--- config.mk ---
export PLATFORM = sky130hd
export DESIGN_NAME = grid_mem_arbiter
export DESIGN_NICKNAME = d
export VERILOG_FILES = /design/src/rtl/grid_mem_arbiter.sv
export SDC_FILE = /design/constraint.sdc
export NUM_CORES = 1
export LEC_CHECK = 0
export BUFFER_PORTS_ARGS = -buffer_cell sky130_fd_sc_hd__buf_2
export CORE_MARGIN = 2
export CORE_UTILIZATION = 49
export CTS_CLUSTER_SIZE = 28
export DETAILED_ROUTE_END_ITERATION = 10
export GPL_TIMING_DRIVEN = 0
export PLACE_DENSITY_LB_ADDON = 0.25
export SYNTH_ARGS = -nofsm -noshare
export SYNTH_HDL_FRONTEND = slang
export SYNTH_SLANG_ARGS = --single-unit
--- constraint.sdc ---
create_clock -name clk_i -period 2.1 [get_ports clk_i]
set_clock_uncertainty 0.05 [all_clocks]
set_input_delay 0.105 -clock clk_i [delete_from_list [all_inputs] [get_ports clk_i]]
set_output_delay 0.105 -clock clk_i [all_outputs]
set_load 0.03 [all_outputs]
--- src/rtl/grid_mem_arbiter.sv ---
// Single-port owner for one 2-bit-per-cell game grid RAM: arbitrates FSM and display
// accesses and runs a full-board clear sweep that writes EMPTY to every cell.
module grid_mem_arbiter #(
  parameter int GRID_CELLS = 100,
  parameter int RD_LAT     = 1,
  parameter int STARVE_MAX = 4
) (
  input  logic       clk_i,
  input  logic       rst_n_i,
  input  logic       clr_req_i,
  output logic       clr_busy_o,
  output logic       clr_done_o,
  input  logic       fsm_req_i,
  input  logic       fsm_we_i,
  input  logic [7:0] fsm_addr_i,
  input  logic [1:0] fsm_wdata_i,
  output logic       fsm_gnt_o,
  output logic       fsm_rvalid_o,
  output logic [1:0] fsm_rdata_o,
  input  logic       disp_req_i,
  input  logic [7:0] disp_addr_i,
  output logic       disp_gnt_o,
  output logic       disp_rvalid_o,
  output logic [1:0] disp_rdata_o,
  output logic [7:0] mem_addr_o,
  output logic [1:0] mem_wdata_o,
  output logic       mem_w_nr_o,
  input  logic [1:0] mem_rdata_i
);

  localparam int         TAG_W     = RD_LAT + 1;
  localparam int         SW        = $clog2(STARVE_MAX + 1);
  localparam logic [7:0] LAST_ADDR = 8'(GRID_CELLS - 1);

  typedef enum logic {IDLE, CLEAR} state_e;

  state_e             state_q, state_d;
  logic [SW-1:0]      starve_q, starve_d;
  logic [TAG_W-1:0]   fsm_tag_q, fsm_tag_d, disp_tag_q, disp_tag_d;
  logic               fsm_gnt_q, fsm_gnt_d, disp_gnt_q, disp_gnt_d;
  logic               fsm_rvalid_q, fsm_rvalid_d, disp_rvalid_q, disp_rvalid_d;
  logic [1:0]         fsm_rdata_q, fsm_rdata_d, disp_rdata_q, disp_rdata_d;
  logic               clr_busy_q, clr_busy_d, clr_done_q, clr_done_d;
  logic [7:0]         mem_addr_q, mem_addr_d;
  logic [1:0]         mem_wdata_q, mem_wdata_d;
  logic               mem_w_nr_q, mem_w_nr_d;
  logic               grant_fsm, grant_disp;
  logic               fsm_elig, disp_elig, fsm_in_range;

  always_ff @(posedge clk_i or negedge rst_n_i) begin
    if (!rst_n_i) state_q <= IDLE;
    else          state_q <= state_d;
  end

  always_comb begin
    state_d = state_q;
    case (state_q)
      IDLE:    if (clr_req_i) state_d = CLEAR;
      CLEAR:   if (mem_addr_q == LAST_ADDR) state_d = IDLE;
      default: state_d = IDLE;
    endcase
  end

  // A port shown granted this cycle still holds its req, so it sits out this decision.
  always_comb begin
    fsm_elig   = fsm_req_i && !fsm_gnt_q;
    disp_elig  = disp_req_i && !disp_gnt_q;
    grant_fsm  = 1'b0;
    grant_disp = 1'b0;
    if (state_q == IDLE && !clr_req_i) begin
      if (disp_elig && starve_q == SW'(STARVE_MAX)) grant_disp = 1'b1;
      else if (fsm_elig)                            grant_fsm  = 1'b1;
      else if (disp_elig)                           grant_disp = 1'b1;
    end
  end

  assign fsm_in_range = ({1'b0, fsm_addr_i} < 9'(GRID_CELLS));

  always_comb begin
    fsm_gnt_d   = grant_fsm;
    disp_gnt_d  = grant_disp;
    clr_busy_d  = 1'b0;
    clr_done_d  = 1'b0;
    mem_w_nr_d  = 1'b0;
    mem_addr_d  = mem_addr_q;
    mem_wdata_d = mem_wdata_q;
    if (state_d == CLEAR) begin
      clr_busy_d  = 1'b1;
      mem_w_nr_d  = 1'b1;
      mem_wdata_d = 2'b00;
      mem_addr_d  = (state_q == IDLE) ? 8'd0 : 8'(mem_addr_q + 8'd1);
      clr_done_d  = (mem_addr_d == LAST_ADDR);
    end else if (grant_fsm) begin
      mem_addr_d  = fsm_addr_i;
      mem_wdata_d = fsm_wdata_i;
      mem_w_nr_d  = fsm_we_i && fsm_in_range;
    end else if (grant_disp) begin
      mem_addr_d  = disp_addr_i;
    end
  end

  // Read tags ride alongside the RAM latency; the last stage captures mem_rdata.
  always_comb begin
    starve_d = starve_q;
    if (grant_disp)                                      starve_d = '0;
    else if (disp_elig && starve_q < SW'(STARVE_MAX))    starve_d = starve_q + SW'(1);
    fsm_tag_d     = TAG_W'({fsm_tag_q, grant_fsm && !fsm_we_i});
    disp_tag_d    = TAG_W'({disp_tag_q, grant_disp});
    fsm_rvalid_d  = fsm_tag_q[RD_LAT];
    disp_rvalid_d = disp_tag_q[RD_LAT];
    fsm_rdata_d   = fsm_tag_q[RD_LAT]  ? mem_rdata_i : fsm_rdata_q;
    disp_rdata_d  = disp_tag_q[RD_LAT] ? mem_rdata_i : disp_rdata_q;
  end

  always_ff @(posedge clk_i or negedge rst_n_i) begin
    if (!rst_n_i) begin
      starve_q      <= '0;
      fsm_tag_q     <= '0;
      disp_tag_q    <= '0;
      fsm_gnt_q     <= 1'b0;
      disp_gnt_q    <= 1'b0;
      fsm_rvalid_q  <= 1'b0;
      disp_rvalid_q <= 1'b0;
      fsm_rdata_q   <= 2'b00;
      disp_rdata_q  <= 2'b00;
      clr_busy_q    <= 1'b0;
      clr_done_q    <= 1'b0;
      mem_addr_q    <= 8'd0;
      mem_wdata_q   <= 2'b00;
      mem_w_nr_q    <= 1'b0;
    end else begin
      starve_q      <= starve_d;
      fsm_tag_q     <= fsm_tag_d;
      disp_tag_q    <= disp_tag_d;
      fsm_gnt_q     <= fsm_gnt_d;
      disp_gnt_q    <= disp_gnt_d;
      fsm_rvalid_q  <= fsm_rvalid_d;
      disp_rvalid_q <= disp_rvalid_d;
      fsm_rdata_q   <= fsm_rdata_d;
      disp_rdata_q  <= disp_rdata_d;
      clr_busy_q    <= clr_busy_d;
      clr_done_q    <= clr_done_d;
      mem_addr_q    <= mem_addr_d;
      mem_wdata_q   <= mem_wdata_d;
      mem_w_nr_q    <= mem_w_nr_d;
    end
  end

  assign clr_busy_o    = clr_busy_q;
  assign clr_done_o    = clr_done_q;
  assign fsm_gnt_o     = fsm_gnt_q;
  assign fsm_rvalid_o  = fsm_rvalid_q;
  assign fsm_rdata_o   = fsm_rdata_q;
  assign disp_gnt_o    = disp_gnt_q;
  assign disp_rvalid_o = disp_rvalid_q;
  assign disp_rdata_o  = disp_rdata_q;
  assign mem_addr_o    = mem_addr_q;
  assign mem_wdata_o   = mem_wdata_q;
  assign mem_w_nr_o    = mem_w_nr_q;

endmodule

==> out/metrics.csv <==
stage,metric,value,unit
clock_tree,cts_setup_buffers,0,
critical_path,crit_slowest_cell,dfrtp_1,
power_and_ir_drop,p_sw_share,44.6,%
clock_tree,root_buffer,clkbuf_4,
global_routing,grt_pass1_wl,5.40,mm
outcome,violations,negative hold slack,
floorplanning,die_area,0.00327,mm²
power_and_ir_drop,p_per_area,1130,mW/mm²
layout,antenna_cells,0,
floorplanning,die_w,57.2,µm
synthesis,synth-seq-cells,27,
drt,route.met3.wl,176,µm
drt,drt-total-wl,3.07,mm
critical_path,path_delay_family,compound AO/OA/AOI/OAI gates,
synthesis,synthTopCellsByArea,"dfrtp_1 49%, mux2i_1 7.9%, nand2_1 3.8%, mux2_2 3.2%, xnor2_1 3.2%",
layout,nets,217,
place,dp_cells,208,
clock_tree,cts.clk_slew.worst_paths,0.15,ns
power_and_ir_drop,netSwitchingPower,881,µW
floorplanning,io_pins,47,
synthesis,netlist.area_leader.share,48.7,%
sta,finalSetupTns,0,ns
critical_path,critPathKind,flop to flop,
sta,relSlewSlack,47.5,%
critical_path,startpoint,starve_q[0],
floorplanning,rows,19,
global_routing,grt-ovfl-total,0,
critical_path,path_max_fanout,10,
critical_path,path_cells,inv_1 > ha_1 > nand2_1 > o211ai_1 > buf_4 > mux2i_1 > o211ai_1,
power_and_ir_drop,irDropWorstVdd,0.000808,V
drt,wire_per_inst,14.1,µm
sta,post-route-period-util,90.5,%
layout,drive_above_1_share,34.2,%
synthesis,yosys.area.top_type,dfrtp_1,
sta,tightest_slew,0.781,ns
synthesis,synth_nets,160,
synthesis,synth_seq_area_share,48.7,%
drt,wl_met1,1.30,mm
drt,num_vias,1251,
sta,fmax,526,MHz
critical_path,slowest_delay,0.44,ns
critical_path,end_kind,flop,
critical_path,r2r_slack,0.20,ns
drt,drc,0,
floorplanning,start_util,50.8,%
power_and_ir_drop,p_int,1090,µW
critical_path,worstPathRequired,2.26,ns
clock_tree,numCtsBuffers,3,
layout,fillerInstances,233,
clock_tree,cts_buffer_depth,2,
clock_tree,cts_tree,yes,
sta,finalHoldViolCount,1,
synthesis,synth_edf_count,0,
outcome,status,"complete, but fails checks",
layout,utilization,63.9,%
synthesis,synth_warnings,0,
global_routing,grt_max_degree,28,
drt,highest_layer,met4,
global_routing,grt_pass1_vias,1249,
place,globalplace.congestion,0.854,
synthesis,synth_common_cells,"27 x dfrtp_1, 14 x nand2_1, 11 x mux2i_1, 11 x nor2_1",
worst_hold_path,hp-start,disp_addr_i[4],
critical_path,cp_num_buf_inv,2,
sta,slew_violations,0,
power_and_ir_drop,p_clk_share,11.8,%
synthesis,synth.distinct_cells,39,
layout,multi_input_area,672,µm²
clock_tree,cts.sink_count,27,
clock_tree,clkLatencyLatePin,0.34,ns
synthesis,syn_area_per_cell,10.6,µm²
critical_path,worstPathArrival,2.06,ns
power_and_ir_drop,comb_power_share,46.6,%
synthesis,syn-cell-area,0.00139,mm²
sta,hold_ws,-0.00261,ns
global_routing,grt_usage,21.0,%
critical_path,cpMostUsedCell,o211ai_1,
drt,vias_per_cell,5.74,
place,io_buffers,46,
synthesis,syn_inst,131,
synthesis,synth_flop_cell,dfrtp_1,
sta,rsz0062_at_grt,false,
global_routing,antenna_found_initial,0,
drt,wl_met2,1.56,mm
layout,seq_area,676,µm²
power_and_ir_drop,power_leakage,0.000908,µW
job,max-cap-violations,0,
floorplanning,fp.dieH,57.2,µm
worst_hold_path,hold_path_class,input pin to flop,
critical_path,rr_startpoint,starve_q[0],
synthesis,yosysMostFrequentCell,dfrtp_1,
place,dp_hpwl,2.31,mm
sta,finalSetupViolCount,0,
synthesis,synthArstFlopShare,100,%
clock_tree,cts_resized,0,
clock_tree,htree_levels,1,
sta,period_needed,1.90,ns
floorplanning,fp.coreArea,0.00273,mm²
critical_path,worst_setup_path_start_kind,flop,
drt,dr.pass1.iters,4,
drt,postRouteAntennaNets,0,
layout,syn_to_final_growth,25.9,%
power_and_ir_drop,seqPwrFrac,41.6,%
layout,final_cells,218,
drt,drt-initial-drc-count,43,
[registers in the layout, summed over array words and instances, names as in the netlist]
name and cells:
clr_busy_o 1, mem_addr_o 8, mem_w_nr_o 1, starve_q 3
fsm_gnt_o 1, fsm_rvalid_o 1, clr_done_o 1, disp_tag_q 2
fsm_rdata_o 2, mem_wdata_o 2, disp_rvalid_o 1, disp_rdata_o 2
fsm_tag_q 2
[timing repair]
| action | 4_1_cts | 5_1_grt |
|---|---|---|
| setup endpoints to repair | 0 | 0 |
| endpoints found under the hold margin | 35 | 0 |
| hold buffers | 6 | 0 |
[final cells by class]
| type | instances | area share, % |
|---|---|---|
| clock buffer | 3 | 1.29 |
| inverter | 5 | 1.07 |
| tap | 31 | 2.22 |
| multi-input combinational | 95 | 38.5 |
| clock inverter | 1 | 0.430 |
| buffer | 4 | 1.22 |
| sequential | 27 | 38.7 |
| timing repair buffer | 52 | 16.6 |
[tightest hold or removal path, cell delays in order]
cell     delay [ns]
buf_2          0.07
mux2i_1        0.06
o21ai_0        0.13
[kinds of logic after synthesis]
group,after synthesis,synth area share [%]
buffers and inverters,9,2.89
muxes,15,11.2
xor gates and xnor gates,6,3.79
DFF,27,48.7
and+or+nand+nor,44,16.8
AOI/OAI and AO/OA,27,14.0
adders and majority gates,3,2.71
[layout by cell type, fill, tap and decap left out, drive strengths merged]
master / instances
nand2b: 1
clkinvlp: 1
nand2: 14
and3: 2
o221ai: 4
a22oi: 3
nor3b: 1
or3b: 1
a41o: 1
xnor2: 5
o311ai: 1
dlygate4sd3: 6
nand4: 1
nor2b: 2
ha: 3
and2: 1
nor2: 11
inv: 5
buf: 49
xor2: 1
a31oi: 2
o21ai: 5
o211ai: 3
a311oi: 1
dfrtp: 27
nor4: 1
mux2: 4
mux2i: 11
a21oi: 6
and4: 2
and2b: 1
or3: 1
a41oi: 1
nor4b: 1
or2: 1
clkbuf: 4
nand3: 3
[final timing paths]
kind | endpoint | depth (start not counted)
max | mem_addr_o[7] | 7
min | mem_addr_o[4] | 3
max reg2reg | mem_addr_o[7] | 7
min reg2reg | fsm_tag_q[1] | 0
max in group asynchronous | mem_w_nr_o | 2
min in group asynchronous | clr_done_o | 2
[routing by layer]
layer | GRT usage [%] | vias up
met5 | 0 | -
met1 | 27.7 | 612
met2 | 35.8 | 45
li1 | - | 589
met3 | 2.27 | 5
met4 | 7.64 | 0
[through the flow]
stage | power (µW) | cell area, µm² | hold WS [ns] | setup WS [ns]
2_1_floorplan | 1470 | 1390 | -0.241 | 0.362
6_report | 1970 | 1750 | -0.00261 | 0.199
3_5_place_dp | 1740 | 1660 | 0.0948 | 0.217
3_3_place_gp | 1690 | 1660 | 0.0897 | 0.217
5_1_grt | 2100 | 1750 | 0.0383 | 0.0582
4_1_cts | 1980 | 1750 | 0.00962 | 0.182
[power groups by stage]
| stage | clock [µW] | combinational [µW] | sequential (µW) |
|---|---|---|---|
| global route | 251 | 1000 | 847 |
| CTS | 237 | 923 | 821 |
| floorplan | 0 | 473 | 996 |
| global placement | 0 | 878 | 814 |
| detailed placement | 0 | 907 | 831 |
| finish | 233 | 920 | 821 |
(Power assumes the default switching activity.)
